==> src/rtl/mod_i2s_pkg.sv <==
// Shared I2S definitions used by both the receive and transmit peripherals.
package mod_i2s_pkg;

  typedef enum logic [1:0] {
    SYNC,
    LEFT,
    RIGHT
  } i2s_rx_state_t;

  localparam int DEFAULT_DATA_WIDTH = 16;
  localparam int SYNC_STAGES        = 2;

endpackage

==> src/rtl/mod_i2s_rx_if.sv <==
// Stereo pair output stage of the I2S receiver: held pair with valid/ready plus status.
interface mod_i2s_rx_if
  import mod_i2s_pkg::*;
#(
  parameter int DATA_WIDTH = DEFAULT_DATA_WIDTH
) ();

  logic [DATA_WIDTH-1:0] o_left;
  logic [DATA_WIDTH-1:0] o_right;
  logic                  o_valid;
  logic                  i_ready;
  logic                  o_overrun;
  logic                  o_locked;

  modport master (
    output o_left,
    output o_right,
    output o_valid,
    output o_overrun,
    output o_locked,
    input  i_ready
  );

  modport slave (
    input  o_left,
    input  o_right,
    input  o_valid,
    input  o_overrun,
    input  o_locked,
    output i_ready
  );

endinterface

==> src/rtl/mod_sync_edge.sv <==
// N-flop synchroniser for an asynchronous input with an optional rising-edge strobe.
module mod_sync_edge
  import mod_i2s_pkg::*;
#(
  parameter int STAGES  = SYNC_STAGES,
  parameter bit EDGE_EN = 1'b1
) (
  input  logic clk,
  input  logic rst_n,
  input  logic d,
  output logic q,
  output logic rise
);

  logic [STAGES-1:0] chain;
  logic              q_d;

  always_ff @(posedge clk or negedge rst_n) begin
    if (!rst_n) begin
      chain <= '0;
      q_d   <= 1'b0;
    end else begin
      chain <= {chain[STAGES-2:0], d};
      q_d   <= chain[STAGES-1];
    end
  end

  assign q    = chain[STAGES-1];
  assign rise = EDGE_EN ? (q & ~q_d) : 1'b0;

endmodule

==> src/rtl/mod_i2s_rx.sv <==
// Slave-mode I2S receiver: oversamples SCK/WS/SD, deserialises left-then-right
// words and presents each completed stereo pair on a valid/ready output stage.
module mod_i2s_rx
  import mod_i2s_pkg::*;
#(
  parameter int DATA_WIDTH = DEFAULT_DATA_WIDTH,
  parameter int CNT_WIDTH  = 6
) (
  input  logic            i_clk,
  input  logic            i_rst_n,
  input  logic            i_enable,
  input  logic            i_sck,
  input  logic            i_ws,
  input  logic            i_sd,
  mod_i2s_rx_if.master    rx
);

  localparam logic [CNT_WIDTH-1:0] DW_CNT  = CNT_WIDTH'(DATA_WIDTH);
  localparam logic [CNT_WIDTH-1:0] CNT_MAX = '1;

  logic sck_s_unused, sck_rise;
  logic ws_s, ws_rise_unused;
  logic sd_s, sd_rise_unused;

  mod_sync_edge #(.STAGES(SYNC_STAGES), .EDGE_EN(1'b1)) u_sync_sck (
    .clk(i_clk), .rst_n(i_rst_n), .d(i_sck), .q(sck_s_unused), .rise(sck_rise)
  );

  mod_sync_edge #(.STAGES(SYNC_STAGES), .EDGE_EN(1'b0)) u_sync_ws (
    .clk(i_clk), .rst_n(i_rst_n), .d(i_ws), .q(ws_s), .rise(ws_rise_unused)
  );

  mod_sync_edge #(.STAGES(SYNC_STAGES), .EDGE_EN(1'b0)) u_sync_sd (
    .clk(i_clk), .rst_n(i_rst_n), .d(i_sd), .q(sd_s), .rise(sd_rise_unused)
  );

  i2s_rx_state_t         state, state_n;
  logic                  ws_prev, ws_prev_n;
  logic [DATA_WIDTH-1:0] shreg, shreg_n;
  logic [CNT_WIDTH-1:0]  bit_cnt, bit_cnt_n;
  logic [DATA_WIDTH-1:0] left_word, left_word_n;
  logic                  pair_pend, pair_pend_n;
  logic [DATA_WIDTH-1:0] pair_l, pair_l_n;
  logic [DATA_WIDTH-1:0] pair_r, pair_r_n;

  logic [DATA_WIDTH-1:0] sh_in;
  logic [CNT_WIDTH-1:0]  cnt_in;
  logic [DATA_WIDTH-1:0] word;
  logic                  word_end;

  always_ff @(posedge i_clk or negedge i_rst_n) begin
    if (!i_rst_n) begin
      state     <= SYNC;
      ws_prev   <= 1'b0;
      shreg     <= '0;
      bit_cnt   <= '0;
      left_word <= '0;
      pair_pend <= 1'b0;
      pair_l    <= '0;
      pair_r    <= '0;
    end else begin
      state     <= state_n;
      ws_prev   <= ws_prev_n;
      shreg     <= shreg_n;
      bit_cnt   <= bit_cnt_n;
      left_word <= left_word_n;
      pair_pend <= pair_pend_n;
      pair_l    <= pair_l_n;
      pair_r    <= pair_r_n;
    end
  end

  always_comb begin
    state_n     = state;
    ws_prev_n   = ws_prev;
    shreg_n     = shreg;
    bit_cnt_n   = bit_cnt;
    left_word_n = left_word;
    pair_pend_n = 1'b0;
    pair_l_n    = pair_l;
    pair_r_n    = pair_r;

    // The bit at a word-end edge still belongs to the closing word (one-bit
    // delay), so the shifted/counted view is formed first and finalised from it.
    sh_in    = (bit_cnt < DW_CNT) ? {shreg[DATA_WIDTH-2:0], sd_s} : shreg;
    cnt_in   = (bit_cnt == CNT_MAX) ? bit_cnt : bit_cnt + 1'b1;
    word     = (cnt_in >= DW_CNT) ? sh_in : (sh_in << (DW_CNT - cnt_in));
    word_end = (ws_s != ws_prev);

    if (!i_enable) begin
      state_n   = SYNC;
      ws_prev_n = 1'b0;
      shreg_n   = '0;
      bit_cnt_n = '0;
    end else if (sck_rise) begin
      ws_prev_n = ws_s;
      case (state)
        SYNC: begin
          if (ws_prev && !ws_s) begin
            state_n   = LEFT;
            shreg_n   = '0;
            bit_cnt_n = '0;
          end
        end
        LEFT, RIGHT: begin
          if (word_end) begin
            shreg_n   = '0;
            bit_cnt_n = '0;
            if (state == LEFT) begin
              left_word_n = word;
              state_n     = RIGHT;
            end else begin
              pair_l_n    = left_word;
              pair_r_n    = word;
              pair_pend_n = 1'b1;
              state_n     = LEFT;
            end
          end else begin
            shreg_n   = sh_in;
            bit_cnt_n = cnt_in;
          end
        end
        default: state_n = SYNC;
      endcase
    end
  end

  // A completed pair replaces the held one only if it is empty or being taken.
  always_ff @(posedge i_clk or negedge i_rst_n) begin
    if (!i_rst_n) begin
      rx.o_left    <= '0;
      rx.o_right   <= '0;
      rx.o_valid   <= 1'b0;
      rx.o_overrun <= 1'b0;
      rx.o_locked  <= 1'b0;
    end else begin
      rx.o_overrun <= 1'b0;
      if (!i_enable) begin
        rx.o_valid  <= 1'b0;
        rx.o_locked <= 1'b0;
      end else if (pair_pend) begin
        rx.o_locked <= 1'b1;
        if (!rx.o_valid || rx.i_ready) begin
          rx.o_left  <= pair_l;
          rx.o_right <= pair_r;
          rx.o_valid <= 1'b1;
        end else begin
          rx.o_overrun <= 1'b1;
        end
      end else if (rx.o_valid && rx.i_ready) begin
        rx.o_valid <= 1'b0;
      end
    end
  end

endmodule

==> src/flat_wrapper.sv <==
// flat-port wrapper written by rule: the top's interface ports become plain ports
module mod_i2s_rx_flat import mod_i2s_pkg::*;
#(
  parameter int DATA_WIDTH = DEFAULT_DATA_WIDTH,
  parameter int CNT_WIDTH  = 6
)
  (i_clk, i_rst_n, i_enable, i_sck, i_ws, i_sd, rx_o_left, rx_o_right, rx_o_valid, rx_o_overrun, rx_o_locked, rx_i_ready);
  mod_i2s_rx_if #(.DATA_WIDTH(DATA_WIDTH)) rx_i ();
  input  logic i_clk;
  input  logic i_rst_n;
  input  logic i_enable;
  input  logic i_sck;
  input  logic i_ws;
  input  logic i_sd;
  output wire logic [$bits(rx_i.o_left)-1:0] rx_o_left;
  output wire logic [$bits(rx_i.o_right)-1:0] rx_o_right;
  output wire logic [$bits(rx_i.o_valid)-1:0] rx_o_valid;
  output wire logic [$bits(rx_i.o_overrun)-1:0] rx_o_overrun;
  output wire logic [$bits(rx_i.o_locked)-1:0] rx_o_locked;
  input wire logic [$bits(rx_i.i_ready)-1:0] rx_i_ready;
  assign rx_o_left = rx_i.o_left;
  assign rx_o_right = rx_i.o_right;
  assign rx_o_valid = rx_i.o_valid;
  assign rx_o_overrun = rx_i.o_overrun;
  assign rx_o_locked = rx_i.o_locked;
  assign rx_i.i_ready = rx_i_ready;
  mod_i2s_rx #(.DATA_WIDTH(DATA_WIDTH), .CNT_WIDTH(CNT_WIDTH)) u_core (.i_clk(i_clk), .i_rst_n(i_rst_n), .i_enable(i_enable), .i_sck(i_sck), .i_ws(i_ws), .i_sd(i_sd), .rx(rx_i));
endmodule
==> config.mk <==
export PLATFORM = sky130hd
export DESIGN_NAME = mod_i2s_rx_flat
export DESIGN_NICKNAME = d
export VERILOG_FILES = /design/src/rtl/mod_i2s_pkg.sv /design/src/rtl/mod_i2s_rx_if.sv /design/src/rtl/mod_sync_edge.sv /design/src/rtl/mod_i2s_rx.sv /design/src/flat_wrapper.sv
export SDC_FILE = /design/constraint.sdc
export NUM_CORES = 1
export LEC_CHECK = 0
export ABC_AREA = 1
export CORE_ASPECT_RATIO = 0.8
export CORE_UTILIZATION = 55
export CTS_CLUSTER_SIZE = 24
export DETAILED_ROUTE_END_ITERATION = 6
export GPL_ROUTABILITY_DRIVEN = 0
export HOLD_SLACK_MARGIN = 0.1
export PLACE_DENSITY_LB_ADDON = 0.12
export SYNTH_ARGS = -nofsm -noshare
export SYNTH_HDL_FRONTEND = slang
export SYNTH_SLANG_ARGS = --single-unit
==> constraint.sdc <==
create_clock -name i_clk -period 3.7 [get_ports i_clk]
set_input_delay 0.74 -clock i_clk [delete_from_list [all_inputs] [get_ports i_clk]]
set_output_delay 0.74 -clock i_clk [all_outputs]
set_load 0.005 [all_outputs]
After elaboration in Yosys (flattened, before gate mapping)
Index checks and enable logic that the tools add are counted.
{"block": "word_totals", "register_bits": 116, "in_bits": 7, "out_inout_bits": 35}
{"block": "classes", "n_addsub": 2, "order_cmp": 2, "eq_ne": 11, "shifts": 1, "mux": 35, "n_bitwise": 3, "n_reduce_logical": 13}
{"operator": "two-way mux 16 bit", "n": 6}
{"operator": "one-hot mux 16 bit (2 select lines)", "n": 1}
{"operator": "two-way mux 6 bit", "n": 5}
{"operator": "two-way mux 1 bit", "n": 16}
{"operator": "left shift 16 x 6 -> 16 bit", "n": 1}
{"operator": "one-hot mux 6 bit (2 select lines)", "n": 1}
{"operator": "two-way mux 2 bit", "n": 5}
{"operator": "AND reduction 5 bit", "n": 2}
{"operator": "AND reduction 3 bit", "n": 3}
{"operator": "adder 6 x 1 -> 6 bit (second input constant)", "n": 1}
{"operator": "== test 6 bit (second input constant)", "n": 1}
{"operator": "greater-or-equal comparator 6 x 5 -> 1 bit (second input constant)", "n": 1}
{"operator": "< comparator 6 x 5 -> 1 bit (second input constant)", "n": 1}
{"operator": "!= test 3 x 1 -> 1 bit (second input constant)", "n": 2}
{"operator": "!= test 3 x 2 -> 1 bit (second input constant)", "n": 2}
{"operator": "subtractor 5 x 6 -> 6 bit (first input constant)", "n": 1}
{"operator": "!= test 2 x 1 -> 1 bit (second input constant)", "n": 2}
{"operator": "one-hot mux 2 bit (2 select lines)", "n": 1}
{"operator": "!= test 3 bit (second input constant)", "n": 1}
{"operator": "== test 2 x 1 -> 1 bit (second input constant)", "n": 1}
{"operator": "== test 2 bit (second input constant)", "n": 1}
{"operator": "logical AND 1 bit", "n": 2}
{"operator": "logical NOT 1 bit", "n": 2}
{"operator": "logical NOT 2 bit", "n": 1}
{"operator": "6 further kinds", "n": 7}

Longest topological paths before layout
Gate-level depths: netlist of the first run.
{"block": "logic_depth", "word_depth": 6, "ltp_mapped": 19, "ltp_nobuf": 19}

Modules after synthesis
From an unflattened synthesis of the first run, not the netlist that was laid out.
{"block": "hier_totals", "cells_unflattened": 716, "hier_area_um2": 5736.8}
{"module": "mod_i2s_rx", "n_inst": 1, "cells_per_inst": 703, "area_each_um2": 5529.1, "seq_area_each_um2": 2727.6}
{"module": "mod_sync_edge at u_core.u_sync_sd ...", "n_inst": 2, "cells_per_inst": 4, "area_each_um2": 61.3, "seq_area_each_um2": 50.0}
{"module": "mod_sync_edge at u_core.u_sync_sck", "n_inst": 1, "cells_per_inst": 5, "area_each_um2": 85.1, "seq_area_each_um2": 75.1}

Worst setup path after synthesis of the first run
No wires, ideal clock.
{"block": "synth_timing", "kind": "register to register", "startpoint": "reg u_core.bit_cnt[0]", "endpoint": "reg u_core.pair_r[12]", "setup_ns": 0.117, "arrival_ns": 2.746, "slack_ns": 0.837, "stages_incl_launch_ff": 20, "path_buffers": 4, "period_less_slack_ns": 2.863, "path_cell_list": "dfrtp_1 > ha_1 > nand3_2 > nor2_4 > inv_2 > nand2_2 > nand2_2 > buf_4 > buf_4 > ha_1 > clkbuf_1 > inv_1 > buf_1 > nand3_1 > nand2_1 > nand2_1 > nand3_1 > nand3_1 > nand2_1 > nand2_1"}
{"block": "synth_between", "elab_chain_cells": 5}
{"item": "from (decl)", "line_no": "mod_i2s_rx.sv:40", "text": "logic [CNT_WIDTH-1:0] bit_cnt, bit_cnt_n;"}
{"item": "from (signal assigned)", "line_no": "mod_i2s_rx.sv:65", "text": "bit_cnt <= bit_cnt_n;"}
{"item": "adder 6 x 1 -> 6 bit or == test 6 bit (tied branches)", "line_no": "mod_i2s_rx.sv:86", "text": "cnt_in = (bit_cnt == CNT_MAX) ? bit_cnt : bit_cnt + 1'b1;"}
{"item": "two-way mux 6 bit", "line_no": "mod_i2s_rx.sv:86"}
{"item": "subtractor 5 x 6 -> 6 bit", "line_no": "mod_i2s_rx.sv:87", "text": "word = (cnt_in >= DW_CNT) ? sh_in : (sh_in << (DW_CNT - cnt_in));"}
{"item": "left shift 16 x 6 -> 16 bit", "line_no": "mod_i2s_rx.sv:87"}
{"item": "two-way mux 16 bit *", "line_no": "mod_i2s_rx.sv:87"}
{"item": "to (signal assigned)", "line_no": "mod_i2s_rx.sv:69", "text": "pair_r <= pair_r_n;"}
{"item": "to (decl)", "line_no": "mod_i2s_rx.sv:44", "text": "logic [DATA_WIDTH-1:0] pair_r, pair_r_n;"}
Every way passes the cells marked *; elsewhere a longest branch is shown, timed or not.
A chain may end at the register's enable or synchronous reset.

Worst setup path in the final report of the first run
{"block": "layout_timing", "startpoint": "reg u_core.bit_cnt[1]", "endpoint": "reg u_core.pair_r[15]"}
Same word-level chain as after synthesis.

==> reports/summary.log, run 1 <==
INFO  clock_tree     tritoncts=done
INFO  drt            ant_nets_after_route=0
INFO  floorplanning  fp.dieArea=0.01082mm²
INFO  drt            routedWlPerCell=14.71µm
INFO  global_route   grt_use_met3=6.222%
INFO  timing         timing_max_transition_violations_final=0
INFO  layout         antenna-diode-count=0
INFO  clock_tree     tritoncts.num_buffers=17
INFO  drt            via_per_inst=5.543
INFO  floorplanning  core_region_area=0.009889mm²
INFO  critical_path  worst-path-max-fanout=18
INFO  global_route   met2_grt_util=42.31%
INFO  power_and_ir_drop static_leak=3.194nW
INFO  drt            detail_route.wirelength=13060µm
INFO  layout         nets=754
INFO  logic_synthesis post_synth_inst_count=700
INFO  timing         rsz0062_at_grt=no
INFO  floorplanning  fp-row-count=32
INFO  timing         finalSetupTns=0ns
INFO  flow_run       timing.max_cap.violations=0
INFO  layout         finish.utilization=69.08%
INFO  logic_synthesis netlist-cell-type-count=38
INFO  min_path       hold_path_class=reg -> reg
INFO  critical_path  criticalPathCategory=reg -> reg
INFO  global_route   grt-ovfl-total=0
INFO  power_and_ir_drop power_per_cell_area=694.0mW/mm²
INFO  logic_synthesis postSynthRegisterBits=116
INFO  global_route   pin_count_of_the_biggest_net_entering_global_routing=65
INFO  clock_tree     cts_root_buf=sky130_fd_sc_hd__clkbuf_16
INFO  clock_tree     clock_path_buffers=2
INFO  logic_synthesis library_cell_with_the_largest_summed_area_after_synthesis=sky130_fd_sc_hd__dfrtp_1
INFO  timing         fin_hold_ws=0.3464ns
INFO  floorplanning  floorplan.die.width=116.0µm
INFO  timing         tightest_slew=0.7989ns
INFO  logic_synthesis yosys_warnings=0
INFO  clock_tree     htreeDepth=4
INFO  critical_path  crit_arrival=3.52ns
INFO  drt            initialDrtViolationCount=453
INFO  logic_synthesis netlist_top_cells_area=sky130_fd_sc_hd__dfrtp_1 (51%), sky130_fd_sc_hd__nand2_1 (14%), sky130_fd_sc_hd__o21ai_0 (6.8%), sky130_fd_sc_hd__nand3_1 (5.7%), sky130_fd_sc_hd__inv_1 (4.5%)
INFO  drt            num_vias=4922
INFO  logic_synthesis synth_top_cell_area_share=50.72%
INFO  timing         final.setup_skew=0.007683ns
INFO  timing         layout_min_cycle_time=3.231ns
INFO  run_status     outcome=complete, no violations
INFO  layout         area_growth=19.37%
INFO  global_route   grt.met1_usage=35.54%
INFO  clock_tree     tritoncts_num_sinks=116
INFO  critical_path  cp_data_required_time=3.99ns
INFO  placed_design  io_buffers=41
INFO  global_route   number_of_global_route_vias_before_repair=4680
INFO  power_and_ir_drop totalPowerFinal=4.741mW
INFO  timing         achievable-frequency=0.3095GHz
INFO  clock_tree     cts_hold_repair.buffers=0
INFO  logic_synthesis seq_area_frac_synth=50.72%
INFO  global_route   grt_pass1_wl=22140µm
INFO  critical_path  worst_setup_path_start_kind=flop
INFO  critical_path  crit_path_end_kind=flop
INFO  drt            initial_drt_pass_iterations=5
INFO  floorplanning  die_y=93.24µm
INFO  timing         timing.final.hold_violations=0
INFO  floorplanning  ios=42
INFO  timing         slew_headroom=46.74%
INFO  placed_design  hpwl=8870µm
INFO  layout         drive_gt1_share=11.30%
INFO  drt            detail_route.drc_violations=0
INFO  logic_synthesis postSynthAreaPerCell=8.176µm²
INFO  global_route   groute.usage.overall=26.74%
INFO  clock_tree     post_cts_resize_count=0
INFO  global_route   grt-busiest-layer=met2
INFO  clock_tree     clk_pin_slew_worst_paths=0.06ns
INFO  global_route   number_of_antenna_violations_at_the_first_check_in_global_routing=0
INFO  clock_tree     cts.repair_timing.setup_buffer_count=0
INFO  floorplanning  initial_utilization=57.87%
INFO  timing         post-route-period-util=87.32%
INFO  logic_synthesis syn-num-nets=715
INFO  clock_tree     clkLatencyLatePin=0.42ns
INFO  timing         number_of_failing_setup_endpoints_in_the_final_timing_report=0
INFO  logic_synthesis syn-cell-area=0.005723mm²
INFO  power_and_ir_drop peakVddDrop=0.0003626V
## report_power, final
part,switching [mW],leakage [nW],internal (mW)
clock network,0.612,0.276,0.992
logic,0.870,1.38,0.550
registers,0.142,1.53,1.57
## registers in the layout, indices dropped and copies added, names as in the netlist
register / cells
u_core.rx.o_overrun: 1
u_core.u_sync_sd.chain: 2
u_core.u_sync_sck.chain: 2
u_core.bit_cnt: 6
u_core.pair_r: 16
u_core.shreg: 16
u_core.rx.o_valid: 1
u_core.u_sync_ws.chain: 2
u_core.state: 2
u_core.rx.o_left: 16
u_core.pair_pend: 1
u_core.rx.o_locked: 1
u_core.u_sync_sck.q_d: 1
u_core.left_word: 16
u_core.pair_l: 16
u_core.ws_prev: 1
u_core.rx.o_right: 16
## stage by stage
stage | std cells | setup WS, ns | instance area, µm²
after detailed placement | 856 | 0.5985 | 6248
after CTS | 888 | 0.5744 | 6832
after floorplan | 700 | 0.8374 | 5723
final | 888 | 0.4692 | 6832
after global placement | 856 | 0.7326 | 6248
after global routing | 888 | 0.2141 | 6832
## final timing paths
path,start,end,slack (ns),cells after the start
worst max-delay path,u_core.bit_cnt[1]$_DFFE_PN0P_,u_core.pair_r[15]$_DFFE_PN0P_,0.47,16
min in group asynchronous,i_rst_n,u_core.u_sync_sck.chain[1]$_DFF_PN0_,0.42,1
worst min-delay path,u_core.u_sync_sd.chain[0]$_DFF_PN0_,u_core.u_sync_sd.chain[1]$_DFF_PN0_,0.35,0
worst max register to register,u_core.bit_cnt[1]$_DFFE_PN0P_,u_core.pair_r[15]$_DFFE_PN0P_,0.47,16
max in group asynchronous,i_rst_n,u_core.pair_r[11]$_DFFE_PN0P_,2.53,2
worst min register to register,u_core.u_sync_sd.chain[0]$_DFF_PN0_,u_core.u_sync_sd.chain[1]$_DFF_PN0_,0.35,0
## cells in the mapped netlist, drive strengths merged
library cell,number
o21a,1
xor2,2
inv,74
o211ai,1
nand4,12
clkinv,3
a31oi,3
o31ai,1
xnor2,1
nor2,23
buf,12
clkbuf,18
ha,8
nand3,70
nor3,3
nand2,229
mux2,11
o21bai,1
o22ai,15
a21oi,5
o21ai,90
or2,1
dfrtp,116
## layout by cell type (no fill, tap or decap), types with 3 or more instances in the layout
master / Yosys / final
sky130_fd_sc_hd__a21oi_1: 5 / 5
sky130_fd_sc_hd__a31oi_1: 3 / 3
sky130_fd_sc_hd__buf_4: 2 / 9
sky130_fd_sc_hd__clkbuf_16: 0 / 17
sky130_fd_sc_hd__clkdlybuf4s50_1: 0 / 40
sky130_fd_sc_hd__clkinv_2: 1 / 4
sky130_fd_sc_hd__clkinv_4: 0 / 4
sky130_fd_sc_hd__clkinvlp_4: 0 / 4
sky130_fd_sc_hd__dfrtp_1: 116 / 116
sky130_fd_sc_hd__ha_1: 8 / 8
sky130_fd_sc_hd__inv_1: 68 / 68
sky130_fd_sc_hd__inv_2: 6 / 6
sky130_fd_sc_hd__mux2_2: 11 / 11
sky130_fd_sc_hd__nand2_1: 220 / 220
sky130_fd_sc_hd__nand2_2: 7 / 7
sky130_fd_sc_hd__nand3_1: 65 / 64
sky130_fd_sc_hd__nand3_2: 3 / 4
sky130_fd_sc_hd__nand4_1: 12 / 12
sky130_fd_sc_hd__nor2_1: 19 / 19
sky130_fd_sc_hd__o21ai_0: 78 / 78
sky130_fd_sc_hd__o21ai_1: 9 / 9
sky130_fd_sc_hd__o21ai_2: 3 / 3
sky130_fd_sc_hd__o22ai_1: 15 / 15
## logic make-up (layout without fill, tap and decap cells)
kind of cell / Yosys count / after routing / share of synthesized area (%)
buffers and inverters: 107 / 159 / 7.564
DFF: 116 / 116 / 50.72
and+or+nand+nor: 338 / 338 / 26.28
adders and majority gates: 8 / 8 / 1.749
AOI/OAI and AO/OA: 117 / 117 / 11.06
muxes: 11 / 11 / 2.164
xor gates and xnor gates: 3 / 3 / 0.4592
## worst max-delay path, stage by stage (launching register included)
cell                      delay [ns]
sky130_fd_sc_hd__dfrtp_1        0.42
sky130_fd_sc_hd__ha_1           0.25
sky130_fd_sc_hd__nand3_2        0.16
sky130_fd_sc_hd__nor2_4         0.17
sky130_fd_sc_hd__inv_2          0.08
sky130_fd_sc_hd__nand2_2        0.06
sky130_fd_sc_hd__nand2_2        0.06
sky130_fd_sc_hd__ha_1           0.66
sky130_fd_sc_hd__inv_1          0.39
sky130_fd_sc_hd__nand2_1        0.15
sky130_fd_sc_hd__o21ai_0        0.08
sky130_fd_sc_hd__nand2_1        0.09
sky130_fd_sc_hd__a21oi_1        0.06
sky130_fd_sc_hd__a21oi_1        0.22
sky130_fd_sc_hd__nand2_1        0.10
sky130_fd_sc_hd__nand2_1        0.07
sky130_fd_sc_hd__o21ai_1        0.07
## final cells by class
type,instances,area [µm²]
clock inverter,15,157.7
timing repair buffer,50,488.0
multi-input combinational,477,2397
fill,769,3058
inverter,77,290.3
tap,136,170.2
sequential,116,2903
clock buffer,17,425.4
## routing by layer
metal  up-vias  wire, µm
met5         -         0
met4         0       190
met3        23       871
met2       177      6145
met1      2367      5855
li1       2355         -
Power figures use the tool's default switching activity.
==> inputs of run 2 (changes only) <==
CORE_MARGIN = 8   (was unset)
==> reports/summary.log, run 2 (synthesis results as in run 1) <==
INFO  run_status     outcome=complete, no violations [unchanged]
INFO  power_and_ir_drop peakVddDrop=0.0003909V [was 0.0003626 V]
INFO  timing         finalSetupTns=0ns [unchanged]
INFO  timing         fin_hold_ws=0.2884ns [was 0.3464 ns]
INFO  clock_tree     post_cts_resize_count=0 [unchanged]
INFO  flow_run       timing.max_cap.violations=0 [unchanged]
INFO  clock_tree     clkLatencyLatePin=0.41ns [was 0.42 ns]
INFO  clock_tree     tritoncts.num_buffers=17 [unchanged]
INFO  timing         achievable-frequency=0.3097GHz [was 0.3095 GHz]
INFO  layout         finalNonFillerCells=893 [was 888]
INFO  power_and_ir_drop totalPowerFinal=4.801mW [was 4.741 mW]
INFO  global_route   number_of_global_route_vias_before_repair=4731 [was 4680]
INFO  layout         nFillCells=872 [was 769]
INFO  floorplanning  floorplan.die.width=130.0µm [was 116.0 µm]
INFO  floorplanning  initial_utilization=56.12% [was 57.87%]
INFO  drt            num_vias=4916 [was 4922]
INFO  power_and_ir_drop power_per_cell_area=701.1mW/mm² [was 694.0 mW/mm²]
INFO  drt            route.met3.wl=865µm [was 871 µm]
INFO  placed_design  hpwl=9185µm [was 8870 µm]
INFO  global_route   number_of_antenna_violations_at_the_first_check_in_global_routing=0 [unchanged]
INFO  drt            met2WireLength=6283µm [was 6145 µm]
INFO  timing         setup_slack=0.4713ns [was 0.4692 ns]
INFO  timing         tightest_slew=0.7728ns [was 0.7989 ns]
INFO  floorplanning  core_region_area=0.01020mm² [was 0.009889 mm²]
INFO  timing         layout_min_cycle_time=3.229ns [was 3.231 ns]
INFO  layout         layout_commonest_cell=sky130_fd_sc_hd__nand2_1 [unchanged]
INFO  layout         multi_input_area=0.002397mm² [unchanged]
INFO  critical_path  worst_setup_path_start_kind=flop [unchanged]
INFO  timing         rsz0062_at_grt=no [unchanged]
INFO  placed_design  placement.setup.worst_slack=0.5805ns [was 0.5985 ns]
INFO  timing         timing.final.hold_violations=0 [unchanged]
INFO  floorplanning  fp.dieArea=0.01395mm² [was 0.01082 mm²]
INFO  timing         timing_max_transition_violations_final=0 [unchanged]
INFO  global_route   pin_count_of_the_biggest_net_entering_global_routing=81 [was 65]
INFO  timing         final.setup_skew=0.01094ns [was 0.007683 ns]
INFO  timing         number_of_failing_setup_endpoints_in_the_final_timing_report=0 [unchanged]
INFO  placed_design  place_inst=861 [was 856]
INFO  floorplanning  ios=42 [unchanged]
INFO  drt            ant_nets_after_route=0 [unchanged]
INFO  min_path       hold_path_class=in -> async [was reg -> reg]
INFO  clock_tree     tritoncts_num_sinks=116 [unchanged]
INFO  timing         post-route-period-util=87.26% [was 87.32%]
INFO  layout         sequential_cell_area=0.002903mm² [unchanged]
INFO  layout         area_growth=19.65% [was 19.37%]
INFO  clock_tree     tritoncts=done [unchanged]
INFO  placed_design  post_dp_cell_area=0.006261mm² [was 0.006248 mm²]
INFO  layout         finish.utilization=67.15% [was 69.08%]
INFO  placed_design  io_buffers=41 [unchanged]
INFO  layout         nets=755 [was 754]
INFO  drt            routedWlPerCell=15.02µm [was 14.71 µm]
INFO  drt            via_per_inst=5.505 [was 5.543]
INFO  power_and_ir_drop static_leak=3.203nW [was 3.194 nW]
INFO  drt            detail_route.drc_violations=0 [unchanged]
INFO  floorplanning  die_y=107.2µm [was 93.24 µm]
INFO  layout         antenna-diode-count=0 [unchanged]
INFO  clock_tree     htreeDepth=4 [unchanged]
INFO  global_route   groute.usage.overall=20.38% [was 26.74%]
INFO  critical_path  crit_arrival=3.51ns [was 3.52 ns]
INFO  clock_tree     cts_hold_repair.buffers=0 [unchanged]
INFO  layout         drive_gt1_share=10.76% [was 11.30%]
INFO  layout         design_area=0.006848mm² [was 0.006832 mm²]
INFO  clock_tree     cts_root_buf=sky130_fd_sc_hd__clkbuf_16 [unchanged]
INFO  clock_tree     clk_pin_slew_worst_paths=0.05ns [was 0.06 ns]
INFO  critical_path  worst-path-max-fanout=18 [unchanged]
INFO  global_route   grt_pass1_wl=22570µm [was 22140 µm]
INFO  drt            met1_length=5990µm [was 5855 µm]
INFO  drt            initial_drt_pass_iterations=5 [unchanged]
INFO  global_route   grt-ovfl-total=0 [unchanged]
INFO  drt            detail_route.wirelength=13410µm [was 13060 µm]
INFO  clock_tree     clock_path_buffers=2 [unchanged]
INFO  critical_path  cp_data_required_time=3.98ns [was 3.99 ns]
INFO  critical_path  crit_path_end_kind=flop [unchanged]
INFO  floorplanning  fp-row-count=33 [was 32]
INFO  drt            routed.top_layer=met4 [unchanged]
INFO  critical_path  criticalPathCategory=reg -> reg [unchanged]
INFO  timing         slew_headroom=47.94% [was 46.74%]
INFO  layout         commonest_cells_after_routing_fill_and_taps_aside=sky130_fd_sc_hd__nand2_1 (220), sky130_fd_sc_hd__dfrtp_1 (116), sky130_fd_sc_hd__o21ai_0 (78) [unchanged]
INFO  drt            initialDrtViolationCount=419 [was 453]
INFO  clock_tree     cts.repair_timing.setup_buffer_count=0 [unchanged]
==> run 2: cell types whose count changed in the layout (fill, tap and decap cells not counted), sizes merged <==
cell,change
bufinv,+1
inv,-2
clkinvlp,-2
clkinv,-3
clkbuf,+6
buf,+1
==> run 2: layout make-up <==
type	instances	area share, %
Clock inverter	9	1.882
Multi-Input combinational cell	477	35.01
Clock buffer	23	6.687
Inverter	77	4.239
Tap cell	140	2.558
Sequential cell	116	42.39
Timing Repair Buffer	51	7.236
==> run 2: layer usage <==
metal  vias to the layer above  GRT usage, %
met4                         0         8.354
met1                      2363         26.18
met2                       163         32.45
met5                         -             0
met3                        28         4.911
li1                       2362             -
==> run 2: worst paths after layout <==
check / cells after the start / from / to / slack (ns)
hold reg to reg: 0 / u_core.u_sync_ws.chain[0]$_DFF_PN0_ / u_core.u_sync_ws.chain[1]$_DFF_PN0_ / 0.34
setup reg to reg: 16 / u_core.bit_cnt[1]$_DFFE_PN0P_ / u_core.pair_r[15]$_DFFE_PN0P_ / 0.47
setup / recovery: 16 / u_core.bit_cnt[1]$_DFFE_PN0P_ / u_core.pair_r[15]$_DFFE_PN0P_ / 0.47
hold / removal: 1 / i_rst_n / u_core.u_sync_sck.chain[0]$_DFF_PN0_ / 0.29
min in group i_clk: 0 / u_core.u_sync_ws.chain[0]$_DFF_PN0_ / u_core.u_sync_ws.chain[1]$_DFF_PN0_ / 0.34
max in group asynchronous: 2 / i_rst_n / u_core.pair_r[12]$_DFFE_PN0P_ / 2.62
==> run 2: where the power goes <==
group	total [mW]	leakage, nW	internal, mW	switching (mW)
logic	1.45	1.39	0.554	0.898
clock network	1.63	0.281	1.07	0.559
registers	1.72	1.53	1.58	0.141
total	4.80	3.20	3.20	1.60
==> run 2: worst max-delay path: stages (launching register included) <==
cell	delay, ns
sky130_fd_sc_hd__dfrtp_1	0.43
sky130_fd_sc_hd__ha_1	0.26
sky130_fd_sc_hd__nand3_2	0.16
sky130_fd_sc_hd__nor2_4	0.15
sky130_fd_sc_hd__inv_2	0.07
sky130_fd_sc_hd__nand2_2	0.06
sky130_fd_sc_hd__nand2_2	0.05
sky130_fd_sc_hd__ha_1	0.69
sky130_fd_sc_hd__inv_1	0.41
sky130_fd_sc_hd__nand2_1	0.16
sky130_fd_sc_hd__o21ai_0	0.08
sky130_fd_sc_hd__nand2_1	0.09
sky130_fd_sc_hd__a21oi_1	0.06
sky130_fd_sc_hd__a21oi_1	0.19
sky130_fd_sc_hd__nand2_1	0.09
sky130_fd_sc_hd__nand2_1	0.07
sky130_fd_sc_hd__o21ai_1	0.07
==> inputs of run 3 (changes only) <==
CTS_CLUSTER_SIZE = 30   (was 24)
HOLD_SLACK_MARGIN = 0.12   (was 0.1)
SYNTH_HIERARCHICAL = 1   (was unset)
==> reports/summary.log, run 3 <==
INFO  power_and_ir_drop power_per_cell_area=642.2mW/mm² [was 701.1 mW/mm²]
INFO  critical_path  rrSetupSlack=0.62ns [was 0.47 ns]
INFO  drt            via_per_inst=5.571 [was 5.505]
INFO  layout         area_growth=19.09% [was 19.65%]
INFO  critical_path  worst-path-max-fanout=13 [was 18]
INFO  logic_synthesis syn-cell-area=0.005714mm² [was 0.005723 mm²]
INFO  min_path       hp-start=u_core/u_sync_sd/chain[0]$_DFF_PN0_
INFO  layout         drive_gt1_share=10.01% [was 10.76%]
INFO  timing         number_of_failing_setup_endpoints_in_the_final_timing_report=0 [unchanged]
INFO  critical_path  timing.rr.start=u_core/bit_cnt[0]$_DFFE_PN0P_ [was u_core.bit_cnt[1]$_DFFE_PN0P_]
INFO  floorplanning  core_region_area=0.01020mm² [unchanged]
INFO  clock_tree     clk_pin_slew_worst_paths=0.06ns [was 0.05 ns]
INFO  placed_design  hpwl=9035µm [was 9185 µm]
INFO  global_route   pin_count_of_the_biggest_net_entering_global_routing=117 [was 81]
INFO  logic_synthesis post_synth_inst_count=712 [was 700]
INFO  drt            initialDrtViolationCount=661 [was 419]
INFO  layout         nets=759 [was 755]
INFO  critical_path  crit_path_frequent_cell=sky130_fd_sc_hd__nand2_1 [unchanged]
INFO  layout         commonest_cells_after_routing_fill_and_taps_aside=sky130_fd_sc_hd__nand2_1 (222), sky130_fd_sc_hd__dfrtp_1 (116), sky130_fd_sc_hd__nand3_1 (84) [was sky130_fd_sc_hd__nand2_1 (220), sky130_fd_sc_hd__dfrtp_1 (116), sky130_fd_sc_hd__o21ai_0 (78)]
INFO  min_path       hold_path_class=reg -> reg [was in -> async]
INFO  drt            ant_nets_after_route=0 [unchanged]
INFO  global_route   number_of_global_route_vias_before_repair=4762 [was 4731]
INFO  clock_tree     htreeDepth=4 [unchanged]
INFO  flow_run       timing.max_cap.violations=0 [unchanged]
INFO  timing         finalSetupTns=0ns [unchanged]
INFO  timing         fin_hold_ws=0.3461ns [was 0.2884 ns]
INFO  power_and_ir_drop peakVddDrop=0.0003366V [was 0.0003909 V]
INFO  critical_path  slowest_delay=0.43ns [was 0.69 ns]
INFO  drt            initial_drt_pass_iterations=7 [was 5]
INFO  clock_tree     post_cts_resize_count=0 [unchanged]
INFO  power_and_ir_drop static_leak=3.212nW [was 3.203 nW]
INFO  timing         achievable-frequency=0.3246GHz [was 0.3097 GHz]
INFO  placed_design  placement.setup.worst_slack=0.7562ns [was 0.5805 ns]
INFO  critical_path  criticalPathCategory=reg -> reg [unchanged]
INFO  logic_synthesis postSynthAreaPerCell=8.026µm² [was 8.176 µm²]
INFO  floorplanning  initial_utilization=56.03% [was 56.12%]
INFO  drt            detail_route.drc_violations=0 [unchanged]
INFO  clock_tree     tritoncts=done [unchanged]
INFO  drt            routedWlPerCell=14.71µm [was 15.02 µm]
INFO  clock_tree     cts.repair_timing.setup_buffer_count=0 [unchanged]
INFO  layout         antenna-diode-count=0 [unchanged]
INFO  critical_path  path_cells=ha_1, nand3_2, nor2_2, nand2_1, nand2_1, ha_1, inv_1, nor2_1, inv_1, nand2_1, inv_1, nand3_1, nand3_1, nand2_1, nand2_1, nand2_1, nand2_1 [was ha_1, nand3_2, nor2_4, inv_2, nand2_2, nand2_2, ha_1, inv_1, nand2_1, o21ai_0, nand2_1, a21oi_1, a21oi_1, nand2_1, nand2_1, o21ai_1]
INFO  drt            num_vias=5008 [was 4916]
INFO  layout         nFillCells=857 [was 872]
INFO  clock_tree     clock_path_buffers=2 [unchanged]
INFO  clock_tree     clkLatencyLatePin=0.41ns [about the same]
INFO  timing         final.setup_skew=0.01176ns [was 0.01094 ns]
INFO  floorplanning  ios=42 [unchanged]
INFO  floorplanning  fp-row-count=33 [unchanged]
INFO  critical_path  crit_arrival=3.38ns [was 3.51 ns]
INFO  critical_path  crit_path_end_kind=flop [unchanged]
INFO  critical_path  cpLargestDelayFamily=simple AND/OR/NAND/NOR gates [was adder cells]
INFO  floorplanning  die_y=107.2µm [about the same]
INFO  min_path       min_delay_path_depth=0
INFO  drt            detail_route.wirelength=13220µm [was 13410 µm]
INFO  timing         timing_max_transition_violations_final=0 [unchanged]
INFO  timing         rsz0062_at_grt=no [unchanged]
INFO  min_path       holdPathEnd=u_core/u_sync_sd/chain[1]$_DFF_PN0_
INFO  critical_path  crit-reg2reg-capture=u_core/pair_r[9]$_DFFE_PN0P_ [was u_core.pair_r[15]$_DFFE_PN0P_]
INFO  timing         setup_slack=0.6193ns [was 0.4713 ns]
INFO  critical_path  buffers_plus_inverters_on_the_worst_setup_path=3 [was 2]
INFO  floorplanning  fp.dieArea=0.01393mm² [was 0.01395 mm²]
INFO  clock_tree     tritoncts.num_buffers=17 [unchanged]
INFO  clock_tree     tritoncts_num_sinks=116 [unchanged]
INFO  timing         tightest_slew=0.7259ns [was 0.7728 ns]
INFO  layout         layout_commonest_cell=sky130_fd_sc_hd__nand2_1 [unchanged]
INFO  global_route   grt-ovfl-total=0 [unchanged]
INFO  run_status     outcome=complete, no violations [unchanged]
INFO  placed_design  io_buffers=41 [unchanged]
INFO  timing         post-route-period-util=83.26% [was 87.26%]
INFO  critical_path  cp_data_required_time=4.00ns [was 3.98 ns]
INFO  timing         slew_headroom=51.09% [was 47.94%]
INFO  timing         layout_min_cycle_time=3.081ns [was 3.229 ns]
INFO  logic_synthesis syn-num-nets=725 [was 715]
INFO  global_route   grt_pass1_wl=22850µm [was 22570 µm]
INFO  clock_tree     cts_root_buf=sky130_fd_sc_hd__clkbuf_16 [unchanged]
INFO  clock_tree     cts_hold_repair.buffers=0 [unchanged]
INFO  timing         timing.final.hold_violations=0 [unchanged]
INFO  critical_path  cell_with_the_biggest_individual_delay_on_the_critical_path=sky130_fd_sc_hd__dfrtp_1 [was sky130_fd_sc_hd__ha_1]
INFO  logic_synthesis yosys_warnings=6 [was 0]
INFO  critical_path  r2r.worst_path.cells=17 [was 16]
INFO  floorplanning  floorplan.die.width=130.0µm [about the same]
INFO  global_route   groute.usage.overall=20.55% [was 20.38%]
INFO  critical_path  worst_setup_path_start_kind=flop [unchanged]
INFO  global_route   number_of_antenna_violations_at_the_first_check_in_global_routing=0 [unchanged]
-- run 3: cell count changes in the layout (fill, tap and decap cells not counted), moves of 4 or more --
| cell | change |
|---|---|
| sky130_fd_sc_hd__nor2_1 | -4 |
| sky130_fd_sc_hd__o21ai_1 | +9 |
| sky130_fd_sc_hd__inv_1 | +4 |
| sky130_fd_sc_hd__inv_6 | +4 |
| sky130_fd_sc_hd__clkbuf_1 | -4 |
| sky130_fd_sc_hd__o21ai_0 | -7 |
| sky130_fd_sc_hd__nand3_1 | +20 |
-- run 3: through the flow --
step	utilization [%]	power, mW	instances	area [µm²]
6_report	66.73	4.370	899	6805
5_1_grt	66.73	4.627	899	6805
4_1_cts	66.73	4.392	899	6805
3_5_place_dp	61.04	2.779	867	6225
3_3_place_gp	61.04	2.746	867	6225
2_1_floorplan	-	2.342	712	5714
-- run 3: layer usage --
metal	vias up	routed length [µm]	global-route usage [%]
met5	-	0	0
met4	0	382	10.17
met3	47	1030	5.456
met2	212	5906	30.58
met1	2356	5903	27.29
li1	2393	-	-
-- run 3: worst max-delay path by stage --
stage / from / to / cells after the start
4_1_cts: u_core/bit_cnt[0]$_DFFE_PN0P_ / u_core/pair_r[15]$_DFFE_PN0P_ / 14
6_report: u_core/bit_cnt[0]$_DFFE_PN0P_ / u_core/pair_r[9]$_DFFE_PN0P_ / 17
3_5_place_dp: u_core/bit_cnt[0]$_DFFE_PN0P_ / u_core/pair_r[15]$_DFFE_PN0P_ / 14
2_1_floorplan: u_core/bit_cnt[0]$_DFFE_PN0P_ / u_core/left_word[15]$_DFFE_PN0P_ / 19
3_3_place_gp: u_core/bit_cnt[0]$_DFFE_PN0P_ / u_core/pair_r[15]$_DFFE_PN0P_ / 15
5_1_grt: u_core/bit_cnt[0]$_DFFE_PN0P_ / u_core/left_word[15]$_DFFE_PN0P_ / 15
-- run 3: power breakdown --
part / internal, mW / total, mW / switching (mW)
Sequential: 1.55 / 1.67 / 0.120
Clock: 0.996 / 1.59 / 0.595
Combinational: 0.454 / 1.11 / 0.652
-- run 3: area by class of cell --
cell class / count / area, µm² / share of cell area (%)
flip-flops and latches: 116 / 2903 / 42.65
multi-input cells: 483 / 2365 / 34.75
repair buffers: 50 / 488.0 / 7.170
clock buffers: 18 / 429.2 / 6.306
inverters: 78 / 294.0 / 4.321
well taps: 140 / 175.2 / 2.574
clock inverters: 14 / 151.4 / 2.225
